<file path="src/rtl/param_stack.sv">
// Parametrised LIFO stack with one-cycle registered pop data/valid. Simultaneous push+pop replaces the top entry.
// `define STACK_ERR_EN adds sticky overflow/underflow flags with a synchronous clear.
module param_stack #(
  parameter int WIDTH = 16,
  parameter int DEPTH = 256,
  parameter int CW    = $clog2(DEPTH + 1)
) (
  input  logic             clk,
  input  logic             clr_n,
  input  logic             push,
  input  logic             pop,
  input  logic [WIDTH-1:0] din,
`ifdef STACK_ERR_EN
  input  logic             err_clr,
  output logic             err_ovf,
  output logic             err_unf,
`endif
  output logic [WIDTH-1:0] dout,
  output logic             dout_valid,
  output logic [CW-1:0]    count,
  output logic             empty,
  output logic             full
);

  localparam int AW = (DEPTH > 1) ? $clog2(DEPTH) : 1;

  logic [CW-1:0]    count_q, count_d;
  logic [WIDTH-1:0] dout_q, dout_d;
  logic             dout_valid_q, dout_valid_d;
  logic [WIDTH-1:0] mem_q [DEPTH];

  logic             rd_en, wr_en;
  logic [AW-1:0]    top_addr, wr_addr;

  assign empty = (count_q == '0);
  assign full  = (count_q == CW'(DEPTH));

  always_comb begin
    rd_en    = pop && !empty;
    // A push while full only proceeds as a replace-top, which needs a pop alongside it.
    wr_en    = push && (pop || !full);
    top_addr = AW'(count_q - CW'(1));
    wr_addr  = rd_en ? top_addr : AW'(count_q);

    count_d = count_q;
    if (push && !pop && !full) begin
      count_d = count_q + CW'(1);
    end else if (pop && !push && !empty) begin
      count_d = count_q - CW'(1);
    end else if (push && pop && empty) begin
      count_d = CW'(1);
    end

    dout_d       = rd_en ? mem_q[top_addr] : dout_q;
    dout_valid_d = rd_en;
  end

  always_ff @(posedge clk or negedge clr_n) begin
    if (!clr_n) begin
      count_q      <= '0;
      dout_q       <= '0;
      dout_valid_q <= 1'b0;
    end else begin
      count_q      <= count_d;
      dout_q       <= dout_d;
      dout_valid_q <= dout_valid_d;
    end
  end

  // Storage is deliberately left out of reset; count alone defines what is live.
  always_ff @(posedge clk) begin
    if (wr_en) begin
      mem_q[wr_addr] <= din;
    end
  end

  assign dout       = dout_q;
  assign dout_valid = dout_valid_q;
  assign count      = count_q;

`ifdef STACK_ERR_EN
  logic err_ovf_q, err_unf_q;

  // A new error in the same cycle as err_clr keeps the flag set.
  always_ff @(posedge clk or negedge clr_n) begin
    if (!clr_n) begin
      err_ovf_q <= 1'b0;
      err_unf_q <= 1'b0;
    end else begin
      err_ovf_q <= (push && !pop && full) || (err_ovf_q && !err_clr);
      err_unf_q <= (pop && empty) || (err_unf_q && !err_clr);
    end
  end

  assign err_ovf = err_ovf_q;
  assign err_unf = err_unf_q;
`endif

endmodule

</file>
<file path="config.mk">
export PLATFORM = sky130hd
export DESIGN_NAME = param_stack
export DESIGN_NICKNAME = d
export VERILOG_FILES = /design/src/rtl/param_stack.sv
export SDC_FILE = /design/constraint.sdc
export NUM_CORES = 2
export LEC_CHECK = 0
export BUFFER_PORTS_ARGS = -buffer_cell sky130_fd_sc_hd__buf_4
export CAP_MARGIN = 20
export CORE_MARGIN = 1.5
export CORE_UTILIZATION = 35
export DETAILED_ROUTE_END_ITERATION = 8
export GPL_TIMING_DRIVEN = 0
export PLACE_DENSITY_LB_ADDON = 0.25
export SLEW_MARGIN = 20
export SYNTH_ARGS = -nofsm -noshare
export SYNTH_HDL_FRONTEND = slang
export SYNTH_SLANG_ARGS = --single-unit
export TNS_END_PERCENT = 10
</file>
<file path="constraint.sdc">
create_clock -name clk -period 5.9 [get_ports clk]
set_clock_uncertainty 0.2 [all_clocks]
set_input_delay 0.295 -clock clk [delete_from_list [all_inputs] [get_ports clk]]
set_output_delay 0.295 -clock clk [all_outputs]
set_load 0.02 [all_outputs]
</file>
==> summary.md <==
| Metric | Value |
|---|---|
| Outcome | `finished with violations` |
| Failing checks | `negative setup slack` |
| Finished Layout Cells | `14827` |
| Final setup vio count | `603` |
| Avg WL per Cell | `45.34 µm` |
| CTS Sinks | `4122` |
| # port buffers | `47` |
| Area post-placement | `174900 µm²` |
| Slew Limit Fails | `0` |
| Post-synthesis net count | `roughly 7500` |
| Top post-synthesis cells by area | `edfxtp_1 77%, mux4_2 14%, nand2_1 1.4%` |
| CP Launch Type | `flip-flop` |
| Boundary pin count | `48` |
| TritonRoute pass-1 iters | `6` |
| Largest family of logic cells by synthesized area | `multiplexers` |
| Max_slew headroom | `0.1082` |
| Total Nets Final | `roughly 8500` |
| CP Cell Sequence | `buf_8 > buf_16 > clkinv_8 > buf_16 > buf_16 > buf_6 > buf_12 > clkbuf_8 > ha_1 > buf_6 > nor3b_4 > xnor2_4 > buf_4 > nor2_4 > buf_6 > buf_4 > buf_16 > a32oi_1 > a32oi_2 > o211a_1 > nand4_1` |
| Max clock buf depth | `4` |
| Mapped Area | `159700 µm²` |
| Ys flop type | `edfxtp_1` |
| Yosys synthesis warning count | `0` |
| Most frequent cells in the layout | `4096 x edfxtp_1, 994 x mux4_2, 595 x nand2_1` |
| DPL Wire Length | `462.8 mm` |
| Initial antenna violation count | `a little under 80` |
| Multi-input gate area | `36840 µm²` |
| Die H | `just under 700 µm` |
| Max Clk Rate | `163.0 MHz` |
| Worst-margin pin slew | `1333 ps` |
| Fin. Hold Viols | `0` |
| Area grow syn2layout | `22.47%` |
| FF-to-FF End | `dout[9]` |
| Chip width | `678.4 µm` |
| Setup slack, reg-to-reg | `-230 ps` |
| Share of cells above drive strength 1 | `0.3445` |
| Residual DRC count | `0` |
| RSZ-0062 raised after global routing | `true` |
| FFs w/ async S/R, synth | `0.006308` |
| Final GP Congestion | `1.007` |
| Critical Path Max Stage Delay | `500 ps` |
| Total GRT Usage | `0.2867` |
| Post-synthesis simple-gate area fraction | `0.03121` |
| Grt ovf | `0` |
| Largest net degree at the start of global routing | `145` |
| FF+latch area | `123700 µm²` |
| Hold WC Path Type | `input port to flip-flop` |
| DR vias | `~92000` |
| Setup slack after layout | `-234.3 ps` |
| Vias in the first global route | `between 80000 and 90000` |
| Htree depth | `5` |
| Most common cell after layout, fill and taps aside | `edfxtp_1` |
| DRT iter0 DRCs | `between 15000 and 20000` |
| Leading area contributor after synthesis | `edfxtp_1` |
| Core footprint | `453400 µm²` |
| Fill cell count | `38373` |
| Final Cell Area | `195500 µm²` |
| Synth Area in XOR/XNOR | `0.0006505` |
| Num CTS Buffers | `426` |
| WP buf/inv | `13` |
| CP Capture Point | `dout[9]` |
| Mux contribution to synthesized area | `0.1522` |
| CP endpoint kind | `flip-flop` |
| Seq cells post-synth | `4122` |
| Worst skew pair latency | `approximately 1000 ps` |
| Compound-Gate Fraction of Synth Area | `0.02504` |
| CP max FO | `11` |
| Root Buffer | `clkbuf_16` |
| Std-Cell Rows | `247` |
| Routed WL | `672.3 mm` |
| Antenna Nets Post-Route | `0` |
| Yosys top cell area share | `0.7704` |
| R2R Path Start | `count[0]` |
| CP max-delay cell | `a32oi_2` |
| First-pass GRT wire length | `860.2 mm` |
| DR vias/cell | `about 6.2` |
| Syn Inst Count | `around 7500` |
| Crit-path leading delay family | `buffers and inverters` |
| CTS tree | `built` |
| Tmin final | `6134 ps` |
| Required @ worst endpoint | `~6500 ps` |
| Worst-path clk slew | `~70 ps` |
| FF-to-FF path depth | `21` |
| Initial Util | `0.3521` |
| Most common cell on crit path | `buf_16` |
| Placed Cells | `13744` |
| Post-synth EDFFs | `4096` |
| CP arrival | `6780 ps` |
| Mapped Avg Cell Area | `21.37 µm²` |
| Critical Path Start | `count[0]` |
| Distinct cells, synth | `88` |
| Die ar. | `460200 µm²` |
| Synth Area in Adders | `0.0002351` |
| Post-synthesis sequential area ratio | `0.7745` |
| Setup CP Type | `flip-flop to flip-flop` |
| Final period util | `1.040` |
| Worst path depth | `21` |
| Max Cap Violations | `0` |
[kinds of logic (layout without fill, tap and decap cells)]
| family | count (synthesis) | after routing |
|---|---|---|
| AOI/OAI and AO/OA | 520 | 520 |
| xor gates and xnor gates | 8 | 8 |
| adders and majority gates | 3 | 3 |
| buffers and inverters | 454 | 1775 |
| DFF | 4122 | 4122 |
| muxes | 1185 | 1185 |
| other | 0 | 59 |
| and+or+nand+nor | 1179 | 1179 |
[state kept, by name, indices dropped and copies added, names as in the netlist]
signal	count
mem_q	4096
dout_valid	1
count	9
dout	16
[worst min path at each step]
stage	cells past startpoint	startpoint	endpoint	slack [ps]
floorplan	0	clr_n	count[0]	-200
global placement	1	clr_n	dout[7]	180
detailed placement	1	clr_n	dout[7]	170
CTS	2	din[6]	mem_q[223][6]	20
global route	2	din[6]	mem_q[222][6]	40
finish	2	din[6]	mem_q[204][6]	50
[cells in the mapped netlist, types with 13 or more instances]
master and count:
o211ai_1 15, a2111oi_0 19, o22ai_1 27, o221ai_1 13, buf_2 141, buf_1 27
nand3_1 138, a31oi_1 54, edfxtp_1 4096, a21oi_1 53, o21ai_0 28, clkbuf_1 130
buf_6 31, mux4_2 994, nor2_1 299, nand4_1 15, nand2_1 616, a311oi_1 35
dfrtp_1 26, and2_1 14, buf_4 112, mux2i_1 190, a32o_1 20, and3_1 33
a22oi_1 60, a21boi_0 13, a32oi_1 90
[routing by layer]
metal / share of wire / vias to the layer above / GRT usage
met5: 0.00062 / - / 0
met4: 0.079 / 20 / 0.1844
met3: 0.14 / 1663 / 0.1098
met2: 0.43 / 7421 / 0.4172
met1: 0.35 / 49467 / 0.3583
li1: - / 33368 / -
[per-stage QoR]
| stage | util | hold WS, ps | TNS (ps) | setup WS (ps) |
|---|---|---|---|---|
| floorplan | - | -200.6 | 0 | 459.9 |
| global placement | 0.3694 | 178.6 | - | -7419 |
| detailed placement | 0.3858 | 170.2 | -9538840 | -4075 |
| CTS | 0.4305 | 15.25 | 0 | 8.666 |
| global route | 0.4310 | 43.65 | -6421 | -118.6 |
| finish | 0.4313 | 45.20 | -30640 | -234.3 |
[worst reg2reg max path, stage by stage (launching register included)]
cell	delay (ps)
dfrtp_2	450
buf_8	170
buf_16	180
clkinv_8	130
buf_16	140
buf_16	180
buf_6	190
buf_12	190
clkbuf_8	230
ha_1	170
buf_6	190
nor3b_4	320
xnor2_4	160
buf_4	250
nor2_4	500
buf_6	400
buf_4	440
buf_16	230
a32oi_1	190
a32oi_2	500
o211a_1	320
nand4_1	240
[what timing repair did]
action                                  in CTS  in global routing
gates resized for setup                    697                 33
pin swaps                                  149                 11
hold endpoints to repair                  2549                  0
setup buffers                              213                  5
gates cloned                                 1                  0
endpoints found under the setup margin    4123               1265
hold buffers                                24                  0
[final cells by class]
class                      count  area share
clock inverter               265     0.01386
sequential                  4122      0.6324
timing repair buffer         540     0.04641
inverter                       7   0.0001984
tap                         5976     0.03824
antenna                       59   0.0007551
clock buffer                 520     0.05739
multi-input combinational   2895      0.1884
buffer                       443     0.02235
Power is left out: the tool's default activity adds up to more than one toggle a clock period on the data nets, which glitch-free logic cannot reach.
